File: src/rtl/pipeline_hazard_unit.sv
// pipeline_hazard_unit: hazard controller for a five-stage pipeline, covering EX operand forwarding, load-use stalls and branch flushes.
// Ports:
//   clock, reset           rising-edge clock, synchronous active-high reset
//   id_*                   decoded ID-stage instruction (valid, sources, dest, write/load flags)
//   ex_branch_taken        EX resolved a taken branch/jump this cycle
//   pc_write, ifid_write   PC and IF/ID enables (low while stalling)
//   ifid_flush             clear IF/ID to a NOP
//   idex_bubble            load a NOP into ID/EX
//   fwd_a, fwd_b           EX operand select: 00 regfile, 10 MEM ALU_out, 01 WB bus_w
//   stage_valid            {wb,mem,ex} scoreboard valid bits
module pipeline_hazard_unit #(
    parameter int REG_ADDR_W     = 5,
    parameter int LOAD_LATENCY   = 1,
    parameter int BRANCH_PENALTY = 1,
    parameter int ZERO_REG_FIXED = 1
) (
    input  logic                  clock,
    input  logic                  reset,
    input  logic                  id_valid,
    input  logic [REG_ADDR_W-1:0] id_rs,
    input  logic [REG_ADDR_W-1:0] id_rt,
    input  logic                  id_uses_rs,
    input  logic                  id_uses_rt,
    input  logic [REG_ADDR_W-1:0] id_dest,
    input  logic                  id_reg_write,
    input  logic                  id_mem_read,
    input  logic                  ex_branch_taken,
    output logic                  pc_write,
    output logic                  ifid_write,
    output logic                  ifid_flush,
    output logic                  idex_bubble,
    output logic [1:0]            fwd_a,
    output logic [1:0]            fwd_b,
    output logic [2:0]            stage_valid
);
    typedef struct packed {
        logic                  valid;
        logic [REG_ADDR_W-1:0] dest;
        logic                  reg_write;
        logic                  mem_read;
        logic [REG_ADDR_W-1:0] rs;
        logic [REG_ADDR_W-1:0] rt;
        logic                  uses_rs;
        logic                  uses_rt;
    } slot_t;

    localparam logic [1:0] RUN     = 2'd0;
    localparam logic [1:0] LSTALL  = 2'd1;
    localparam logic [1:0] FLUSH   = 2'd2;
    localparam logic [2:0] LL_INIT = 3'(LOAD_LATENCY - 1);
    localparam logic [2:0] BP_INIT = 3'(BRANCH_PENALTY - 1);

    slot_t      ex_q, ex_d, mem_q, mem_d, wb_q, wb_d, id_slot;
    logic [1:0] state_q, state_d;
    logic [2:0] cnt_q, cnt_d;
    logic       load_use, wb_unused;

    // A hard-wired r0 never carries a dependency
    function automatic logic live(input logic [REG_ADDR_W-1:0] r);
        return !(ZERO_REG_FIXED != 0 && r == '0);
    endfunction

    // Loads in MEM have no data yet, so only ALU results forward from MEM
    function automatic logic [1:0] fwd_sel(input logic [REG_ADDR_W-1:0] src, input logic uses,
                                           input slot_t m, input slot_t w);
        if (!uses || !live(src)) return 2'b00;
        if (m.valid && m.reg_write && !m.mem_read && m.dest == src) return 2'b10;
        if (w.valid && w.reg_write && w.dest == src) return 2'b01;
        return 2'b00;
    endfunction

    always_comb begin
        id_slot  = '{id_valid, id_dest, id_reg_write, id_mem_read, id_rs, id_rt, id_uses_rs, id_uses_rt};
        load_use = id_valid && ex_q.valid && ex_q.mem_read && ex_q.reg_write &&
                   ((id_uses_rs && live(id_rs) && ex_q.dest == id_rs) ||
                    (id_uses_rt && live(id_rt) && ex_q.dest == id_rt));
        pc_write    = 1'b1;
        ifid_write  = 1'b1;
        ifid_flush  = 1'b0;
        idex_bubble = 1'b0;
        state_d     = state_q;
        cnt_d       = cnt_q;
        if (ex_branch_taken) begin
            ifid_flush  = 1'b1;
            idex_bubble = 1'b1;
            cnt_d       = BP_INIT;
            state_d     = (BP_INIT != 3'd0) ? FLUSH : RUN;
        end else if (state_q == RUN && load_use) begin
            pc_write    = 1'b0;
            ifid_write  = 1'b0;
            idex_bubble = 1'b1;
            cnt_d       = LL_INIT;
            state_d     = (LL_INIT != 3'd0) ? LSTALL : RUN;
        end else if (state_q == LSTALL || state_q == FLUSH) begin
            pc_write    = state_q == FLUSH;
            ifid_write  = state_q == FLUSH;
            ifid_flush  = state_q == FLUSH;
            idex_bubble = 1'b1;
            cnt_d       = cnt_q - 3'd1;
            // The cycle that decrements to zero is the last one spent here
            state_d     = (cnt_q <= 3'd1) ? RUN : state_q;
        end
        if (reset) begin
            pc_write    = 1'b1;
            ifid_write  = 1'b1;
            ifid_flush  = 1'b0;
            idex_bubble = 1'b0;
            state_d     = RUN;
            cnt_d       = 3'd0;
        end
        ex_d        = idex_bubble ? '0 : id_slot;
        mem_d       = ex_q;
        wb_d        = mem_q;
        fwd_a       = reset ? 2'b00 : fwd_sel(ex_q.rs, ex_q.uses_rs, mem_q, wb_q);
        fwd_b       = reset ? 2'b00 : fwd_sel(ex_q.rt, ex_q.uses_rt, mem_q, wb_q);
        stage_valid = reset ? 3'b000 : {wb_q.valid, mem_q.valid, ex_q.valid};
        wb_unused   = ^{wb_q.mem_read, wb_q.rs, wb_q.rt, wb_q.uses_rs, wb_q.uses_rt};
    end

    always_ff @(posedge clock) begin
        if (reset) begin
            ex_q    <= '0;
            mem_q   <= '0;
            wb_q    <= '0;
            state_q <= RUN;
            cnt_q   <= 3'd0;
        end else begin
            ex_q    <= ex_d;
            mem_q   <= mem_d;
            wb_q    <= wb_d;
            state_q <= state_d;
            cnt_q   <= cnt_d;
        end
    end
endmodule

File: config.mk
export PLATFORM = sky130hd
export DESIGN_NAME = pipeline_hazard_unit
export DESIGN_NICKNAME = d
export VERILOG_FILES = /design/src/rtl/pipeline_hazard_unit.sv
export SDC_FILE = /design/constraint.sdc
export NUM_CORES = 1
export LEC_CHECK = 0
export BUFFER_PORTS_ARGS = -buffer_cell sky130_fd_sc_hd__buf_2
export CAP_MARGIN = 20
export CORE_MARGIN = 4
export CORE_UTILIZATION = 58
export CTS_BUF_LIST = sky130_fd_sc_hd__clkbuf_4 sky130_fd_sc_hd__clkbuf_8 sky130_fd_sc_hd__clkbuf_16
export CTS_CLUSTER_DIAMETER = 60
export DETAILED_ROUTE_END_ITERATION = 7
export PLACE_DENSITY = 0.95
export SYNTH_ARGS = -nofsm -noshare
export SYNTH_HDL_FRONTEND = slang
export SYNTH_SLANG_ARGS = --single-unit
File: constraint.sdc
create_clock -name clock -period 3.94 [get_ports clock]
set_clock_uncertainty 0.2 [all_clocks]
set_input_delay 0.788 -clock clock [delete_from_list [all_inputs] [get_ports clock]]
set_output_delay 0.788 -clock clock [all_outputs]
set_load 0.03 [all_outputs]
==> results.ini <==
[clock_network]
ctsResizeCount = 0
clk_latency_ns = 0.34
root_buffer = clkbuf_4
cts_tree = done
cts_buffers = 5
htree_levels = 2
cts.sinks = 35
post_cts.repair.setup_buffers = 0
cts_max_path_buffers = 2
cts_hold_buf = 0
clkTransAtPathRegs_ns = 0.12

[setup_path]
path_buf_inv = 2
r2r_slack_ns = 2.05
crit_slowest_cell = or4_1
path_max_fanout = 3
crit_required_ns = 2.95
crit_family = simple AND/OR/NAND/NOR gates
cp-start-kind = input pin
endpoint_kind = primary output
cp_common_cell = buf_2
path_cells = buf_2, or4_1, a21oi_2, nor4_1, o31a_1, buf_2
worstSetupPathType = in2out
cpPeakStageDelay_ns = 0.55
cp.arrival_ns = 2.18

[placed_design]
dpl.hpwl_mm = 2.681
gp_congestion = 0.9296
port-buffer-count = 33
place_inst = 235
pre_cts_slack_ns = 0.7720

[drt]
viasPerCell = 5.432
drt_wl_total_mm = 3.391
dr_wl_met3_um = 227
wl_met2_mm = 1.647
wl_met1_mm = 1.487
ant_nets = 0
drt_pass1_iterations = 6
routedWlPerCell_um = 13.95
vias = 1320
maxUsedRoutingLayer = met4
drc = 0
initialDrtViolationCount = 38

[timing]
setup_slack_ns = 0.7714
setup_violations = 0
period_share = 0.8042
maxSlewViolCount = 0
max_freq_ghz = 0.3156
tns_ns = 0
max_slew_margin = 0.6923
tightest_slew_ns = 0.4578
period_minus_slack_ns = 3.169
hold_viol_final = 0
rsz0062_at_grt = false

[die]
die_y_um = 61.95
rows = 19
ios = 34
dieArea_um2 = 3837
die_x_um = 61.95
initial_utilization = 0.6121
core_area_um2 = 2758

[layout]
final_util = 0.7001
drive_above_1_share = 0.3349
antenna_cells = 0
area_growth_pct = 14.38
fin_cells = 243
nNetsFinal = 234

[grt]
antenna_found_initial = 0
grt_usage = 0.2045
grt_max_degree = 23
grt_pass1_vias = 1283
grt_overflow_total = 0
grt_first_pass_wirelength_mm = 5.720

[yosys]
synthesis.area_um2 = 1688
synth_edf_count = 0
yosys-top-cells-area = dfxtp_1 42%, nor3_2 12%, xor2_1 9.3%, nor2b_1 6.7%, nand2_1 5.8%
synth_fp_nets = 199
ys.flop_type = dfxtp_1
synth_top_area_frac = 0.4151
synthArstFlopShare = 0
synth_top_cell_by_area = dfxtp_1
synthDistinctLibCells = 27
yosys_register_bits = 35
avgSynthCellArea_um2 = 9.590
yosysSeqAreaShare = 0.4151
synthCells = 176
synth_warnings = 0

[power]
ir_worst_vdd_v = 0.0002898
power_leakage_nw = 0.9133
power.density_nw_per_um2 = 335.1
finalPower_mw = 0.6470

[run]
drv_cap = 0

[run_status]
status = finished clean

[worst_hold_path]
hp-class = reg2reg

## worst register-to-register path, stage by stage (launching register included)
cell     delay [ns]
dfxtp_1        0.41
xnor2_1        0.13
nand2_1        0.11
nor4_2         0.46
buf_4          0.38
nor3_2         0.09
## cell usage in the layout, fill, tap and decap left out
| master | instances |
|---|---|
| buf_2 | 33 |
| nor2b_1 | 18 |
| o31a_1 | 1 |
| nor4_4 | 1 |
| nor4_2 | 1 |
| o21ai_1 | 1 |
| inv_1 | 2 |
| and4_1 | 1 |
| nand3b_1 | 1 |
| xor2_1 | 18 |
| xnor2_1 | 8 |
| o21ai_0 | 2 |
| or4_4 | 1 |
| nand3_1 | 1 |
| dfxtp_1 | 35 |
| clkbuf_4 | 5 |
| nor3b_1 | 1 |
| a21oi_2 | 2 |
| nor3_1 | 3 |
| nor3_2 | 20 |
| clkinvlp_4 | 2 |
| nor4_1 | 4 |
| or4_1 | 6 |
| nand2b_1 | 6 |
| inv_6 | 1 |
| nand4_1 | 5 |
| nor2_1 | 2 |
| nor3b_2 | 1 |
| buf_4 | 4 |
| nand2_1 | 26 |
## path summary, 6_finish.rpt
path / startpoint / cells past startpoint / to
hold reg to reg: ex_q[13] / 1 / mem_q[13]
setup reg to reg: ex_q[15] / 5 / ex_q[10]
hold / removal: ex_q[13] / 1 / mem_q[13]
setup / recovery: id_rt[0] / 6 / idex_bubble
## sequential cells by signal, indices dropped and copies added (netlist names)
signal  cells
ex_q       20
mem_q       8
wb_q        7
## power by group
group | switching [mW] | leakage [nW] | internal [mW]
clock network | 0.130 | 0.0278 | 0.0714
logic | 0.0377 | 0.599 | 0.0316
registers | 0.0104 | 0.286 | 0.365
total | 0.178 | 0.913 | 0.468
## metrics by stage
step                hold slack (ns)  cell area (um^2)
detailed placement           0.2440              1869
global placement             0.2379              1869
finish                       0.2661              1931
global route                 0.2881              1931
floorplan                    0.2299              1688
CTS                          0.2679              1931
## routing by layer
layer | global-route usage | vias to the layer above
met5 | 0 | -
met4 | 0.07576 | 0
met3 | 0.04752 | 5
met2 | 0.3373 | 52
met1 | 0.2596 | 600
li1 | - | 663
## kinds of logic after synthesis
| family | after synthesis | synth area share |
|---|---|---|
| DFF | 35 | 0.4151 |
| buffers and inverters | 11 | 0.04448 |
| and+or+nand+nor | 98 | 0.3810 |
| AOI/OAI and AO/OA | 6 | 0.02446 |
| xor gates and xnor gates | 26 | 0.1349 |
## cell type report
type,instances,area (um^2)
clock buffers,5,37.54
clock inverters,3,23.77
fillers,228,827.0
inverters,2,7.507
multi-input cells,130,927.1
flip-flops and latches,35,700.7
well taps,31,38.79
repair buffers,37,195.2
## cell usage after synthesis (3+ instances only)
cell,n
nand4_1,5
xor2_1,18
nor2b_1,18
nand2_1,26
dfxtp_1,35
clkbuf_1,4
nand2b_1,6
nor4_1,5
nor3_2,20
buf_6,4
or4_1,6
nor3_1,3
xnor2_1,8
Power figures use the tool's default switching activity.
